File: src/rtl/parking_ctrl.sv
// Parking controller: tracks university and public occupancy against a shared
// pool of physical spaces, with a public cap that changes by time-of-day band.
// Entry/exit results are registered one-cycle ack/rej pulses.
module parking_ctrl #(
  parameter int TOTAL_SPACES   = 700,
  parameter int UNI_MAX        = 500,
  parameter int PUB_BASE       = 200,
  parameter int PUB_MID        = 250,
  parameter int PUB_LATE       = 350,
  parameter int MID_HOUR       = 13,
  parameter int LATE_HOUR      = 16,
  parameter int START_HOUR     = 8,
  parameter int TICKS_PER_HOUR = 3600,
  parameter int CW             = 10
) (
  input  logic          clk,
  input  logic          rst_n,
  input  logic          entry_req,
  input  logic          entry_uni,
  input  logic          exit_req,
  input  logic          exit_uni,
  output logic          entry_ack,
  output logic          entry_rej,
  output logic          exit_ack,
  output logic          exit_rej,
  output logic [CW-1:0] uni_parked,
  output logic [CW-1:0] pub_parked,
  output logic [CW-1:0] uni_free,
  output logic [CW-1:0] pub_free,
  output logic          uni_avail,
  output logic          pub_avail,
  output logic [4:0]    hour
);

  // Two extra bits so cap - parked and the shared-pool difference can go
  // negative without wrapping before they are clamped.
  localparam int SW = CW + 2;
  localparam int TW = (TICKS_PER_HOUR > 1) ? $clog2(TICKS_PER_HOUR) : 1;

  localparam logic [TW-1:0] TICK_LAST = TW'(TICKS_PER_HOUR - 1);
  localparam logic [4:0]    START_H   = 5'(START_HOUR);
  localparam logic [4:0]    MID_H     = 5'(MID_HOUR);
  localparam logic [4:0]    LATE_H    = 5'(LATE_HOUR);
  localparam logic [CW-1:0] ONE       = CW'(1);

  localparam logic signed [SW-1:0] TOTAL_S    = SW'(TOTAL_SPACES);
  localparam logic signed [SW-1:0] UNI_MAX_S  = SW'(UNI_MAX);
  localparam logic signed [SW-1:0] PUB_BASE_S = SW'(PUB_BASE);
  localparam logic signed [SW-1:0] PUB_MID_S  = SW'(PUB_MID);
  localparam logic signed [SW-1:0] PUB_LATE_S = SW'(PUB_LATE);

  // Grantable spaces for a class: headroom under its cap, clamped at zero,
  // further limited by what is physically left in the shared pool.
  function automatic logic [CW-1:0] free_calc(
    input logic signed [SW-1:0] room,
    input logic signed [SW-1:0] shared
  );
    logic signed [SW-1:0] r;
    logic signed [SW-1:0] s;
    r = (room < 0) ? '0 : room;
    s = (shared < 0) ? '0 : shared;
    if (s < r) r = s;
    return CW'(r);
  endfunction

  logic [TW-1:0] tick_q, tick_d;
  logic [4:0]    hour_q, hour_d;
  logic [CW-1:0] uni_parked_q, uni_parked_d;
  logic [CW-1:0] pub_parked_q, pub_parked_d;
  logic          entry_ack_q, entry_ack_d;
  logic          entry_rej_q, entry_rej_d;
  logic          exit_ack_q, exit_ack_d;
  logic          exit_rej_q, exit_rej_d;

  logic signed [SW-1:0] pub_cap_s;
  logic signed [SW-1:0] shared_s;
  logic [CW-1:0]        uni_free_c, pub_free_c;
  logic                 entry_grant, exit_grant;

  // Band selection and per-class free space from the registered state.
  always_comb begin
    pub_cap_s = PUB_BASE_S;
    if (hour_q >= LATE_H) begin
      pub_cap_s = PUB_LATE_S;
    end else if (hour_q >= MID_H) begin
      pub_cap_s = PUB_MID_S;
    end
    shared_s   = TOTAL_S - $signed({2'b00, uni_parked_q}) - $signed({2'b00, pub_parked_q});
    uni_free_c = free_calc(UNI_MAX_S - $signed({2'b00, uni_parked_q}), shared_s);
    pub_free_c = free_calc(pub_cap_s - $signed({2'b00, pub_parked_q}), shared_s);
  end

  // Next-state: grant decisions against pre-edge state, count update, time of day.
  always_comb begin
    tick_d       = tick_q + TW'(1);
    hour_d       = hour_q;
    uni_parked_d = uni_parked_q;
    pub_parked_d = pub_parked_q;

    entry_grant = entry_req && (entry_uni ? (uni_free_c != '0) : (pub_free_c != '0));
    exit_grant  = exit_req && (exit_uni ? (uni_parked_q != '0) : (pub_parked_q != '0));

    entry_ack_d = entry_grant;
    entry_rej_d = entry_req && !entry_grant;
    exit_ack_d  = exit_grant;
    exit_rej_d  = exit_req && !exit_grant;

    // Entry and exit are independent; same-class grants cancel to a net zero.
    if (entry_grant && entry_uni)  uni_parked_d = uni_parked_d + ONE;
    if (entry_grant && !entry_uni) pub_parked_d = pub_parked_d + ONE;
    if (exit_grant && exit_uni)    uni_parked_d = uni_parked_d - ONE;
    if (exit_grant && !exit_uni)   pub_parked_d = pub_parked_d - ONE;

    if (tick_q == TICK_LAST) begin
      tick_d = '0;
      hour_d = (hour_q == 5'd23) ? 5'd0 : hour_q + 5'd1;
    end
  end

  // State register; reset clears everything immediately, independent of clk.
  always_ff @(posedge clk or negedge rst_n) begin
    if (!rst_n) begin
      tick_q       <= '0;
      hour_q       <= START_H;
      uni_parked_q <= '0;
      pub_parked_q <= '0;
      entry_ack_q  <= 1'b0;
      entry_rej_q  <= 1'b0;
      exit_ack_q   <= 1'b0;
      exit_rej_q   <= 1'b0;
    end else begin
      tick_q       <= tick_d;
      hour_q       <= hour_d;
      uni_parked_q <= uni_parked_d;
      pub_parked_q <= pub_parked_d;
      entry_ack_q  <= entry_ack_d;
      entry_rej_q  <= entry_rej_d;
      exit_ack_q   <= exit_ack_d;
      exit_rej_q   <= exit_rej_d;
    end
  end

  assign entry_ack  = entry_ack_q;
  assign entry_rej  = entry_rej_q;
  assign exit_ack   = exit_ack_q;
  assign exit_rej   = exit_rej_q;
  assign uni_parked = uni_parked_q;
  assign pub_parked = pub_parked_q;
  assign uni_free   = uni_free_c;
  assign pub_free   = pub_free_c;
  assign uni_avail  = (uni_free_c != '0);
  assign pub_avail  = (pub_free_c != '0);
  assign hour       = hour_q;

endmodule

File: config.mk
export PLATFORM = sky130hd
export DESIGN_NAME = parking_ctrl
export DESIGN_NICKNAME = d
export VERILOG_FILES = /design/src/rtl/parking_ctrl.sv
export SDC_FILE = /design/constraint.sdc
export NUM_CORES = 1
export LEC_CHECK = 0
export BUFFER_PORTS_ARGS = -buffer_cell sky130_fd_sc_hd__buf_2
export CORE_MARGIN = 2
export CORE_UTILIZATION = 30
export CTS_CLUSTER_DIAMETER = 30
export DETAILED_ROUTE_END_ITERATION = 12
export HOLD_SLACK_MARGIN = 0.12
export MAX_ROUTING_LAYER = met4
export SLEW_MARGIN = 30
export SYNTH_ARGS = -nofsm -noshare
export SYNTH_HDL_FRONTEND = slang
export SYNTH_SLANG_ARGS = --single-unit
File: constraint.sdc
create_clock -name clk -period 10.63 [get_ports clk]
set_input_delay 1.5945 -clock clk [delete_from_list [all_inputs] [get_ports clk]]
set_output_delay 1.5945 -clock clk [all_outputs]
set_load 0.03 [all_outputs]
==> results by group <==
Timing
  – Final hold viol count: 0
  – Fmax: 0.134 GHz
  – Final setup vio count: 0
  – Fin. max-slew vios: 0
  – Worst slew pin tran: around 920 ps
  – Max-slew headroom: between 30% and 40%
  – Min cycle time layout: roughly 7500 ps
  – Unrepaired setup endpoints after global routing: false
  – Final period util: a little over two thirds
  – Worst Skew: ~5.3 ps
  – Final setup TNS: 0 ps

Min path
  – Min-delay worst type: flip-flop to flip-flop

Run
  – Number of max-cap violations: 0

Critical path
  – CP Class: flip-flop to primary output
  – Crit path max fanout: 13
  – CP top delay family: compound AO/OA/AOI/OAI gates
  – CP bufs+invs: 2
  – Slowest library cell on the worst path: nor2_1
  – Max incr delay on CP: around 600 ps
  – Worst path cell trace: inv_1 > ha_1 > nor3_1 > o21ai_0 > xnor2_1 > ha_1 > nand3_1 > o21bai_1 > a31oi_2 > o21ai_0 > nor2_1 > ha_1 > o21a_1 > o21ai_0 > a31o_2 > o211ai_1 > a32oi_1 > nor4_4 > nor2_1 > mux2i_1 > buf_2
  – Crit start category: flip-flop
  – Crit. End Element: primary output
  – Worst endpoint required time: between 9000 and 10,000 ps
  – CP arrival: a little under 6000 ps

Synthesis
  – Top-count cell post-synth: nand2_1
  – Ys Warns: 0
  – Register area share after synthesis: approximately 22%
  – Most frequent cells after synthesis: nand2_1 (50), xnor2_1 (43), dfrtp_1 (40)
  – Syn nets: 605
  – Syn Std Cell Area: 4680 sq um
  – Synth unique cells: 84
  – Synth top area share: 21.4%
  – Simple-gate share of the synthesized area: ~26%
  – Ys flop type: dfrtp_1
  – Post-synth EDFFs: 0
  – Synth area leaders: dfrtp_1 (21%), ha_1 (9.9%), xnor2_1 (8.1%), mux2i_1 (5.8%), nand2_1 (4.0%)
  – Compound-Gate Fraction of Synth Area: approximately 18%
  – Synth Register Bits: between 40 and 50
  – Largest family of logic cells by synthesized area: simple AND/OR/NAND/NOR gates
  – Asr flop ratio synth: between 90% and 100%
  – Area leader, netlist: dfrtp_1
  – Xor/xnor share of the synthesized area: 11.6%
  – Synth Instances: between 500 and 600
  – Adder-Cell Fraction of Synth Area: a little under an eighth
  – Post-synthesis mux area share: about 6.5%
  – Mean Syn Cell Area: roughly 8.4 sq um

Routing
  – Pre-antenna DRT Iters: 5
  – Via/cell ratio: 5.32
  – Drt initial violations: just over 300
  – Residual DRC count: 0
  – Antenna Nets Post-Route: 0
  – Vias post-DR: roughly 4,200
  – Routed WL: around 13 mm
  – Drt wl/cell: 15.8 um

Placed design
  – PortBufs: 56
  – DPL Wire Length: 9.96 mm
  – RD Place Congestion: between 0.8 and 0.9

Final layout
  – Fillers: approximately 1,600
  – Antenna diodes: 0
  – Reg area: roughly 1000 sq um
  – Final nets: roughly 650
  – Layout cells sized above 1: about 15%
  – Synth-to-Final Area Change: 12.0%
  – Area of the multi-input gates: 3440 sq um

Clock tree
  – Clock latency on the worst-skew pair: around 280 ps
  – TritonCTS clock tree: built
  – Root Buffer Master: clkbuf_16
  – Postcts setup bufs: 0
  – Cts repair resizes: 0
  – Clk sinks: 41
  – Clock Tree Buf Depth: 2
  – TritonCTS Buffers: 5
  – H-tree Lvls: 2
  – Hold buffers post-CTS: 0
  – Clock-pin slew on the worst setup and hold paths: around 60 ps

Die
  – Die Width: between 100 and 150 um
  – Ports: 57
  – Starting density of the core: between 30 and 40%
  – Cell Rows: 45
  – Die area: between 15,000 and 20,000 sq um
  – Die height: around 130 um
  – Core Region: between 15,000 and 20,000 sq um

Status
  – Status: completed

Global route
  – Pin count of the biggest net entering global routing: 42
  – Initial antenna violation count: 0
  – Vias in the first global route: around 4,000
  – GRT Residual Overflow: 0
  – First-pass GRT wire length: around 20 mm
  – Global-route usage over all layers: approximately 16%
## layout make-up
| type | instances | area share, % |
|---|---|---|
| tap | 188 | 4.49 |
| timing repair buffer | 56 | 5.40 |
| sequential | 41 | 19.6 |
| inverter | 31 | 2.22 |
| multi-input combinational | 471 | 65.7 |
| clock buffer | 8 | 2.60 |
## final timing paths
path / start / endpoint / slack (ps) / cells after the start
setup / recovery: uni_parked[0] / uni_free[4] / 3180 / 21
hold / removal: tick_q[0] / tick_q[0] / 500 / 1
setup reg to reg: uni_parked[0] / pub_parked[6] / 3780 / 24
hold reg to reg: tick_q[0] / tick_q[0] / 500 / 1
max in group asynchronous: rst_n / hour[3] / 8950 / 1
min in group asynchronous: rst_n / uni_parked[8] / 1280 / 1
## flip-flops by register name, indices dropped and copies added, names as in the netlist
| register | count |
|---|---|
| exit_rej | 1 |
| hour | 5 |
| entry_ack | 1 |
| exit_ack | 1 |
| entry_rej | 1 |
| pub_parked | 10 |
| uni_parked | 10 |
| tick_q | 12 |
## kinds of logic (layout without fill, tap and decap cells)
logic type                 after synthesis  count (layout)
adders and majority gates               42              42
xor gates and xnor gates                62              62
other                                    1               1
DFF                                     41              41
AOI/OAI and AO/OA                      118             118
muxes                                   30              30
buffers and inverters                   48              95
and+or+nand+nor                        218             218
## metal layers
metal  vias to the layer above  routed length, um  track usage [%]  part of all wire, %
li1                       2129                  -                -                    -
met1                      1984               6220             21.7                   50
met2                       109               5470             24.0                   44
met3                        11                691             2.25                  5.5
met4                         0                153             3.52                  1.2
met5                         -                  0                -                    0
## cells in the final DEF, fill, tap and decap left out, types with 4 or more instances in the layout
cell type	n
a21boi_0	4
a21o_1	4
a21oi_1	13
a31oi_1	5
and2_1	11
and3_1	11
buf_2	55
clkbuf_16	5
dfrtp_1	40
ha_1	37
inv_1	30
mux2i_1	27
nand2_1	50
nand2b_1	5
nand3_1	25
nand4_1	7
nor2_1	37
nor2b_1	6
nor3_1	22
nor4_1	5
nor4b_1	4
o2111ai_1	5
o211ai_1	7
o21a_1	9
o21ai_0	30
o21bai_1	4
or2_2	4
or3_1	6
xnor2_1	43
xor2_1	19
## per-stage QoR
stage / worst slack, ps / utilization (%) / cell area, sq um / hold slack [ps] / std cells
detailed placement: 3510 / 33.6 / 5100 / 487 / 787
CTS: 3210 / 34.5 / 5240 / 498 / 795
floorplan: 3750 / - / 4680 / 461 / 560
global route: 2750 / 34.5 / 5240 / 534 / 795
finish: 3180 / 34.5 / 5240 / 502 / 795
global placement: 3610 / 33.6 / 5100 / 486 / 787
## worst register-to-register path: stages, from the launching register on
cell and delay [ps]:
dfrtp_1 580, inv_1 140, ha_1 310, nor3_1 290, o21ai_0 140, xnor2_1 150
ha_1 350, nand3_1 130, o21bai_1 190, a31oi_2 310, o21ai_0 250, or4_1 560
inv_1 150, ha_1 240, nand2_1 80, o21ai_0 130, a41o_1 240, a21oi_2 670
mux2_2 470, xnor2_1 240, ha_1 210, and2_1 290, a31oi_1 130, a311oi_1 360
xnor2_1 160
Power is not shown: default switching activity piles up to over one toggle a cycle in this logic, so the estimate is an artifact.
